## src/rtl/pipe_hazard_ctrl.sv

```systemverilog
// Hazard/sequencing controller for the 5-stage RV64 pipeline:
// stage enables, bubbles/flushes, EX forwarding and memory-wait freeze.
module pipe_hazard_ctrl #(
   parameter int unsigned MAX_WAIT = 16,
   parameter int unsigned CNT_W    = 32
) (
   input  logic             clk,
   input  logic             rst,
   input  logic [6:0]       id_opcode,
   input  logic [4:0]       id_rs1,
   input  logic [4:0]       id_rs2,
   input  logic [4:0]       id_ex_rd,
   input  logic             id_ex_is_load,
   input  logic [4:0]       ex_rs1,
   input  logic [4:0]       ex_rs2,
   input  logic [4:0]       ex_mem_rd,
   input  logic             ex_mem_regwrite,
   input  logic             ex_mem_is_branch,
   input  logic             ex_mem_mem_req,
   input  logic             mem_ready,
   input  logic [4:0]       mem_wb_rd,
   input  logic             mem_wb_regwrite,
   output logic             pc_en,
   output logic             if_id_en,
   output logic             id_ex_en,
   output logic             ex_mem_en,
   output logic             if_id_flush,
   output logic             id_ex_bubble,
   output logic             ex_mem_flush,
   output logic             mem_wb_bubble,
   output logic [1:0]       fwd_a,
   output logic [1:0]       fwd_b,
   output logic             mem_timeout,
   output logic [CNT_W-1:0] stall_cnt,
   output logic [CNT_W-1:0] flush_cnt
);

   typedef enum logic {RUN, MEM_WAIT} state_e;

   localparam logic [6:0] OP_LUI   = 7'b0110111;
   localparam logic [6:0] OP_AUIPC = 7'b0010111;
   localparam logic [6:0] OP_JAL   = 7'b1101111;
   localparam logic [6:0] OP_R     = 7'b0110011;
   localparam logic [6:0] OP_RW    = 7'b0111011;
   localparam logic [6:0] OP_ST    = 7'b0100011;
   localparam logic [6:0] OP_BR    = 7'b1100011;
   localparam logic [7:0] TO_LIM   = 8'(MAX_WAIT - 1);

   state_e           state_q, state_d;
   logic [7:0]       wait_cnt_q, wait_cnt_d;
   logic             timeout_q, timeout_d;
   logic [CNT_W-1:0] stall_q, stall_d;
   logic [CNT_W-1:0] flush_q, flush_d;

   logic use_rs1, use_rs2, lu_hit;
   logic mem_wait, br_go, lu_go;

   function automatic logic [1:0] fwd_sel(input logic [4:0] rs);
      if (ex_mem_regwrite && ex_mem_rd != 5'd0 && ex_mem_rd == rs)
         return 2'b10;
      else if (mem_wb_regwrite && mem_wb_rd != 5'd0 && mem_wb_rd == rs)
         return 2'b01;
      else
         return 2'b00;
   endfunction

   assign use_rs1 = !(id_opcode inside {OP_LUI, OP_AUIPC, OP_JAL});
   assign use_rs2 = id_opcode inside {OP_R, OP_RW, OP_ST, OP_BR};

   assign lu_hit = id_ex_is_load && id_ex_rd != 5'd0 &&
                   ((use_rs1 && id_ex_rd == id_rs1) ||
                    (use_rs2 && id_ex_rd == id_rs2));

   // A pending access outranks everything; a branch in MEM is held until ready.
   assign mem_wait = ex_mem_mem_req && !mem_ready;
   assign br_go    = !mem_wait && ex_mem_is_branch;
   assign lu_go    = !mem_wait && !br_go && lu_hit;

   assign fwd_a = rst ? fwd_sel(ex_rs1) : 2'b00;
   assign fwd_b = rst ? fwd_sel(ex_rs2) : 2'b00;

   always_comb begin
      pc_en         = 1'b1;
      if_id_en      = 1'b1;
      id_ex_en      = 1'b1;
      ex_mem_en     = 1'b1;
      if_id_flush   = 1'b0;
      id_ex_bubble  = 1'b0;
      ex_mem_flush  = 1'b0;
      mem_wb_bubble = 1'b0;
      state_d       = RUN;
      wait_cnt_d    = 8'd0;
      timeout_d     = timeout_q;
      stall_d       = stall_q;
      flush_d       = flush_q;

      unique case (1'b1)
         mem_wait: begin
            pc_en         = 1'b0;
            if_id_en      = 1'b0;
            id_ex_en      = 1'b0;
            ex_mem_en     = 1'b0;
            mem_wb_bubble = 1'b1;
            state_d       = MEM_WAIT;
            if (state_q == RUN)
               wait_cnt_d = 8'd1;
            else if (wait_cnt_q == 8'hFF)
               wait_cnt_d = 8'hFF;
            else
               wait_cnt_d = wait_cnt_q + 8'd1;
            if (wait_cnt_q >= TO_LIM)
               timeout_d = 1'b1;
         end
         br_go: begin
            if_id_flush  = 1'b1;
            id_ex_bubble = 1'b1;
            ex_mem_flush = 1'b1;
            flush_d      = flush_q + 1'b1;
         end
         lu_go: begin
            pc_en        = 1'b0;
            if_id_en     = 1'b0;
            id_ex_bubble = 1'b1;
         end
         default: ;
      endcase

      if (!pc_en)
         stall_d = stall_q + 1'b1;

      if (!rst) begin
         pc_en         = 1'b0;
         if_id_en      = 1'b0;
         id_ex_en      = 1'b0;
         ex_mem_en     = 1'b0;
         if_id_flush   = 1'b1;
         id_ex_bubble  = 1'b1;
         ex_mem_flush  = 1'b1;
         mem_wb_bubble = 1'b1;
      end
   end

   always_ff @(posedge clk or negedge rst) begin
      if (!rst) begin
         state_q    <= RUN;
         wait_cnt_q <= 8'd0;
         timeout_q  <= 1'b0;
         stall_q    <= '0;
         flush_q    <= '0;
      end else begin
         state_q    <= state_d;
         wait_cnt_q <= wait_cnt_d;
         timeout_q  <= timeout_d;
         stall_q    <= stall_d;
         flush_q    <= flush_d;
      end
   end

   assign mem_timeout = timeout_q;
   assign stall_cnt   = stall_q;
   assign flush_cnt   = flush_q;

endmodule

```

## config.mk

```make
export PLATFORM = sky130hd
export DESIGN_NAME = pipe_hazard_ctrl
export DESIGN_NICKNAME = d
export VERILOG_FILES = /design/src/rtl/pipe_hazard_ctrl.sv
export SDC_FILE = /design/constraint.sdc
export NUM_CORES = 1
export LEC_CHECK = 0
export BUFFER_PORTS_ARGS = -buffer_cell sky130_fd_sc_hd__buf_2
export CELL_PAD_IN_SITES_DETAIL_PLACEMENT = 1
export CELL_PAD_IN_SITES_GLOBAL_PLACEMENT = 1
export CORE_MARGIN = 2
export CORE_UTILIZATION = 35
export CTS_BUF_LIST = sky130_fd_sc_hd__clkbuf_16
export CTS_CLUSTER_DIAMETER = 60
export DETAILED_ROUTE_END_ITERATION = 8
export GPL_TIMING_DRIVEN = 1
export PLACE_DENSITY_LB_ADDON = 0.25
export SYNTH_ARGS = -nofsm -noshare
export SYNTH_HDL_FRONTEND = slang
export SYNTH_SLANG_ARGS = --single-unit
```

## constraint.sdc

```tcl
create_clock -name clk -period 1.7 [get_ports clk]
set_clock_uncertainty 0.15 [all_clocks]
set_input_delay 0.255 -clock clk [delete_from_list [all_inputs] [get_ports clk]]
set_output_delay 0.255 -clock clk [all_outputs]
set_load 0.05 [all_outputs]
```

==> metrics.txt, run 1 <==
outcome finished, violations left; violated checks setup timing; crit path capture type output port; grt total ovfl 0; ranking of synthesized cells by area dfrtp_1, xnor2_1, xor2_1, nand4_1, nand3_1; WL/cell 16.9 um; minimum clock period between 2000 and 2500 ps; worst-margin pin slew 836 ps; Filler cells 1198; clock slew at reported path FFs 60 ps; Tcrit/Tclk final 118%; final WL 12100 um; DRC viols 0; CP max FO 2; Syn Area/Cell 10.8 um^2; PnR worst setup slack -300 ps; Final nets a little over 600; Setup TNS -3030 ps; top-area cell type share of the netlist area a little under half; max_slew headroom 44.2%; CTS sink cnt 74; count leader, synth dfrtp_1; Yosys warning count 0; pins over their slew limit 0; reg2reg start flush_cnt[4]; share of cells above drive strength 1 58.6%; Vias/cell approximately 5.0; FMAX 0.500 GHz; R2R depth 7; worst vdd ir 0.583 mV; initial antenna violation count 0; first-pass GRT wire length 18700 um; R2R setup slack -140 ps; final instance area between 6000 and 7000 um^2; placement row count 38; Post-synth EDFFs 0; min-delay worst type input port to asynchronous set/reset pin; Crit Path Class input port to output port; HPWL after detailed placement 8120 um; Synth top cells by count dfrtp_1, xnor2_1, nand3_1, xor2_1, nand4_1; die area 12000 um^2; vias approximately 3600; Hold Vio Cnt, Final 0; crit start category input port; r2r endpoint flush_cnt[19]; cell count after synthesis 360; leakage 3.00 nW; Crit path required time ~1300 ps; DRT antenna net count 0; GPL Wtd Cong 0.771; synthesized area between 3000 and 4000 um^2; CTS buffer count 9; final-report setup violation count 27; synth unique cells 41; Initial Util 35.9%; number of synthesized register bits 74; RSZ-0062 raised after global routing true; I/O Buffers 126; top_reg_cell synth dfrtp_1; Die W 109 um; number of detailed-route iterations in the first pass 4; PwrDens 926 nW/um^2; Seq/Total Area, Yosys 47.6%; largest net degree at the start of global routing 65; dpl cells 681; crit path DAT ~1600 ps; Placed Area 5320 um^2; worst skew pair latency 340 ps; Iteration-0 DRC Markers around 120; H-tree levels 3; core box area between 10000 and 15000 um^2; Max Cap Violations 0; Finished Layout Cells 715; final core utilization 58.1%; area leader, netlist dfrtp_1; CTS Buffer Depth 2; ANT cells 0; I/O pin cnt 127; root buffer cell clkbuf_16; vias in the first global route approximately 3900; total global-route track usage 20.4%; syn_nets 413; TritonCTS clock tree done; die height 109 um; Synth async-reset ratio 100%; Area Overhead vs Synth 62.1%
[repair_timing]
action | CTS | global route
pin swaps | 29 | 42
cloned | 2 | 2
buffers inserted | 5 | 10
endpoints found under the setup margin | 36 | 63
gates resized for setup | 62 | 44
hold buffers | 1 | 0
hold endpoints to repair | 10 | 0
[flip-flops by register name, summed over array words and instances (netlist names)]
register,count
flush_cnt,32
mem_timeout,1
stall_cnt,32
state_q,1
wait_cnt_q,8
[final cells by class]
class                           count  area (um^2)  area share (%)
Multi-Input combinational cell    267         2390            37.9
Sequential cell                    74         1900            30.1
Timing Repair Buffer              211         1530            24.3
Clock buffer                        9          225            3.57
Tap cell                          140          175            2.78
Clock inverter                      7         55.1           0.874
Inverter                            7         28.8           0.457
[logic make-up after synthesis]
| family | share of synthesized area, % |
|---|---|
| AO/OA/AOI/OAI | 2.51 |
| AND/OR/NAND/NOR | 23.2 |
| XOR/XNOR | 21.6 |
| flip-flops | 47.6 |
| multiplexers | 0.837 |
| adder cells (fa/ha/maj) | 0.966 |
| buffers and inverters | 3.19 |
[layer usage]
metal	global-route usage (%)	vias up	wire length, um
li1	-	1689	-
met3	4.15	16	578
met2	36.5	92	6330
met5	0	-	0
met4	8.32	0	223
met1	23.6	1785	4930
[cell usage in the layout (no fill, tap or decap), types with 3 or more instances in the layout]
cell / Yosys / layout
buf_2: 1 / 108
buf_4: 6 / 72
xnor2_1: 67 / 58
dfrtp_1: 74 / 39
dfrtp_2: 0 / 35
xor2_1: 29 / 29
nand4_1: 26 / 26
and3_1: 22 / 18
buf_6: 0 / 17
nand2_1: 19 / 13
nand3_2: 0 / 13
nand3_1: 29 / 11
clkbuf_16: 0 / 11
inv_1: 7 / 9
xnor2_2: 0 / 8
a21oi_1: 8 / 7
nor4_4: 2 / 7
nor2_1: 12 / 6
and2_4: 0 / 6
buf_8: 0 / 6
nand2_2: 0 / 5
nand3_4: 0 / 5
and3_4: 0 / 4
nor2_4: 0 / 4
buf_12: 0 / 4
or4_4: 0 / 3
nor3_4: 0 / 3
and4_4: 1 / 3
and2_1: 9 / 3
[worst max path at each step]
stage / slack [ps] / start / to
3_5_place_dp: -410 / id_ex_rd[3] / stall_cnt[27]
5_1_grt: -330 / ex_rs2[2] / fwd_b[0]
2_1_floorplan: -320 / mem_wb_rd[3] / fwd_a[0]
6_report: -300 / ex_rs2[2] / fwd_b[0]
3_3_place_gp: -410 / id_ex_rd[3] / id_ex_bubble
4_1_cts: -270 / id_opcode[4] / if_id_en
[per-stage QoR]
step | hold WS, ps | total power [W] | setup WS, ps
3_3_place_gp | 113 | 0.00376 | -407
6_report | 175 | 0.00584 | -300
5_1_grt | 234 | 0.00610 | -328
2_1_floorplan | -191 | 0.00314 | -316
4_1_cts | 202 | 0.00578 | -271
3_5_place_dp | 115 | 0.00380 | -409
[power by group]
part / switching, W / total [W] / internal [W] / leakage [nW]
clock: 0.000721 / 0.00183 / 0.00111 / 0.150
sequential: 0.000142 / 0.00208 / 0.00194 / 0.947
combinational: 0.00119 / 0.00193 / 0.000742 / 1.90
[critical path, stage by stage]
cell,delay [ps]
buf_2,130
xor2_1,140
or4_4,540
nor4_4,330
buf_6,200
Note: power is estimated with default switching activity, not from simulation.
==> run 2: changes to the inputs <==
--- a/config.mk
+++ b/config.mk
@@ -6,14 +6,15 @@
 export NUM_CORES = 1
 export LEC_CHECK = 0
-export BUFFER_PORTS_ARGS = -buffer_cell sky130_fd_sc_hd__buf_2
 export CELL_PAD_IN_SITES_DETAIL_PLACEMENT = 1
 export CELL_PAD_IN_SITES_GLOBAL_PLACEMENT = 1
 export CORE_MARGIN = 2
-export CORE_UTILIZATION = 35
+export CORE_UTILIZATION = 43
 export CTS_BUF_LIST = sky130_fd_sc_hd__clkbuf_16
 export CTS_CLUSTER_DIAMETER = 60
 export DETAILED_ROUTE_END_ITERATION = 8
+export DONT_BUFFER_PORTS = 1
 export GPL_TIMING_DRIVEN = 1
 export PLACE_DENSITY_LB_ADDON = 0.25
+export SLEW_MARGIN = 10
 export SYNTH_ARGS = -nofsm -noshare
 export SYNTH_HDL_FRONTEND = slang
--- a/constraint.sdc
+++ b/constraint.sdc
@@ -3,3 +3,3 @@
 set_input_delay 0.255 -clock clk [delete_from_list [all_inputs] [get_ports clk]]
 set_output_delay 0.255 -clock clk [all_outputs]
-set_load 0.05 [all_outputs]
+set_load 0.02 [all_outputs]
==> run 2 against run 1 <==
The flow finishes with violations (hold timing, setup timing). Fmax is 8.5% higher. Die area is 18% lower. Count of clock-buffer cells in the layout stayed put. Total power is 9.4% lower. Worst hold slack lost 700 ps. Clock power up 8%. Critical endpoint is now flush_cnt[30].
==> metrics.txt, run 2 (synthesis results as in run 1) <==
PnR worst setup slack -144 ps; critical-path cell list ha_2 -> and2_4 -> nand4_1 -> nor3_2 -> buf_6 -> nand2_1 -> nor2_2 -> xnor2_1; number of detailed-route iterations in the first pass 4; crit path capture type flop; CTS Buffer Depth 2; Largest delay share family, worst path simple AND/OR/NAND/NOR gates; worst vdd ir 0.533 mV; Tcrit/Tclk final 108%; share of cells above drive strength 1 44.0%; PwrDens 969 nW/um^2; core box area approximately 8800 um^2; root buffer cell clkbuf_16; Die W 99.1 um; crit start category flop; clock slew at reported path FFs 70 ps; vias around 3200; Hold Vio Cnt, Final 74; commonest non-fill, non-tap cell in the layout buf_4; CTS sink cnt 74; Initial Util between 40 and 50%; die height 99.1 um; CP max FO 9; I/O pin cnt 127; reg2reg start flush_cnt[0]; total global-route track usage 22.2%; violated checks hold timing, setup timing; outcome finished, violations left; FMAX between 0.5 and 0.6 GHz; pins over their slew limit 0; largest net degree at the start of global routing 81; die area 9820 um^2; Filler cells between 900 and 1000; commonest cells after routing, fill and taps aside buf_4, xnor2_1, dfrtp_1; final WL about 11000 um; Area Overhead vs Synth 40.4%; initial antenna violation count 0; Crit Path Class flop to flop; leakage 2.46 nW; Int Pwr roughly 0.0037 W; worst hold slack -530 ps; Iteration-0 DRC Markers 66; Clock power frac 37.5%; ANT cells 0; grt total ovfl 0; DRC viols 0; min-delay worst type input port to asynchronous set/reset pin; first-pass GRT wire length 17400 um; Placed Area 4710 um^2; Critical Path Start flush_cnt[0]; CTS buffer count 9; TritonCTS clock tree done; final-report setup violation count 34; placement row count 34; WL/cell 19.4 um; Final nets 512; max_slew headroom 76.7%; H-tree levels 3; Sw Ratio between 30% and 40%; Crit path required time 1800 ps; RSZ-0062 raised after global routing true; Post-CTS Hold Fix Bufs 1; Vias/cell ~5.5; Max Cap Violations 0; HPWL after detailed placement 7550 um; NetSw 0.00164 W; combinational share of power 24.2%; minimum clock period 1840 ps; worst skew pair latency between 300 and 400 ps; worst-margin pin slew 347 ps; slowest cell on the critical path dfrtp_1; DRT antenna net count 0; Worst Path Buf+Inv 1; Setup TNS -2300 ps; final instance area 5460 um^2; slowest cell delay on critical path 390 ps; final core utilization 62.3%; crit path DAT slightly below 2000 ps; GPL Wtd Cong between 0.7 and 0.8; vias in the first global route 3500; dpl ws -248 ps; I/O Buffers 0; Seq pwr share 38.3%
-- run 2: cell count changes in the layout (fill, tap and decap cells not counted), moves of 4 or more --
| cell | before | now |
|---|---|---|
| buf_8 | 6 | 0 |
| buf_2 | 108 | 0 |
| buf_6 | 17 | 10 |
| nand2_2 | 5 | 1 |
| buf_4 | 72 | 88 |
| nand2_1 | 13 | 17 |
| dfrtp_2 | 35 | 17 |
| dfrtp_1 | 39 | 57 |
-- run 2: timing repair --
action | 4_1_cts | 5_1_grt
cloned | 0 | 0
setup buffers | 4 | 7
endpoints found under the setup margin | 28 | 61
endpoints found under the hold margin | 75 | 74
pin swaps | 23 | 43
gates resized for setup | 17 | 56
-- run 2: power by group through the flow --
stage               Combinational, W  Clock (W)  Sequential (W)
floorplan                   0.000450          0         0.00229
global route                 0.00138    0.00210         0.00205
CTS                          0.00116    0.00202         0.00202
finish                       0.00128    0.00198         0.00203
detailed placement           0.00114          0         0.00205
global placement             0.00110          0         0.00204
-- run 2: worst reg2reg max path, delay by kind of cell (launching register included) --
family        cells  cell delay (ps)
flops             1              390
fa+ha+maj         1              200
buf+inv           1              170
simple gates      5              710
xor+xnor          1              140
-- run 2: path summary, 6_finish.rpt --
path,end,slack (ps),cells past startpoint
max reg2reg,flush_cnt[30],-140,8
min in group clk,flush_cnt[0],50,3
min,flush_cnt[7],-530,0
max in group asynchronous,flush_cnt[5],1770,0
min reg2reg,wait_cnt_q[0],310,1
max,flush_cnt[30],-140,8
-- run 2: per-layer routing --
| metal | global-route usage (%) | share of wire [%] | routed length (um) | vias to the layer above |
|---|---|---|---|---|
| met2 | 40.1 | 55 | 6090 | 102 |
| met3 | 6.17 | 6.5 | 726 | 8 |
| li1 | - | - | - | 1453 |
| met5 | 0 | 0 | 0 | - |
| met1 | 25.9 | 38 | 4180 | 1588 |
| met4 | 5.80 | 0.99 | 110 | 0 |
-- run 2: layout make-up --
| type | instances | area, um^2 | area share [%] |
|---|---|---|---|
| clock buffers | 9 | 225 | 4.13 |
| clock inverters | 7 | 83.8 | 1.54 |
| inverters | 7 | 33.8 | 0.619 |
| multi-input cells | 267 | 2300 | 42.2 |
| flip-flops and latches | 74 | 1870 | 34.3 |
| well taps | 108 | 135 | 2.48 |
| repair buffers | 100 | 803 | 14.7 |
-- run 2: through the flow --
step | cells | hold WS (ps) | total power [W]
after floorplan | 360 | -191 | 0.00274
after global placement | 544 | -188 | 0.00314
after detailed placement | 544 | -188 | 0.00319
after CTS | 565 | -548 | 0.00520
after global routing | 572 | -552 | 0.00552
final | 572 | -530 | 0.00529
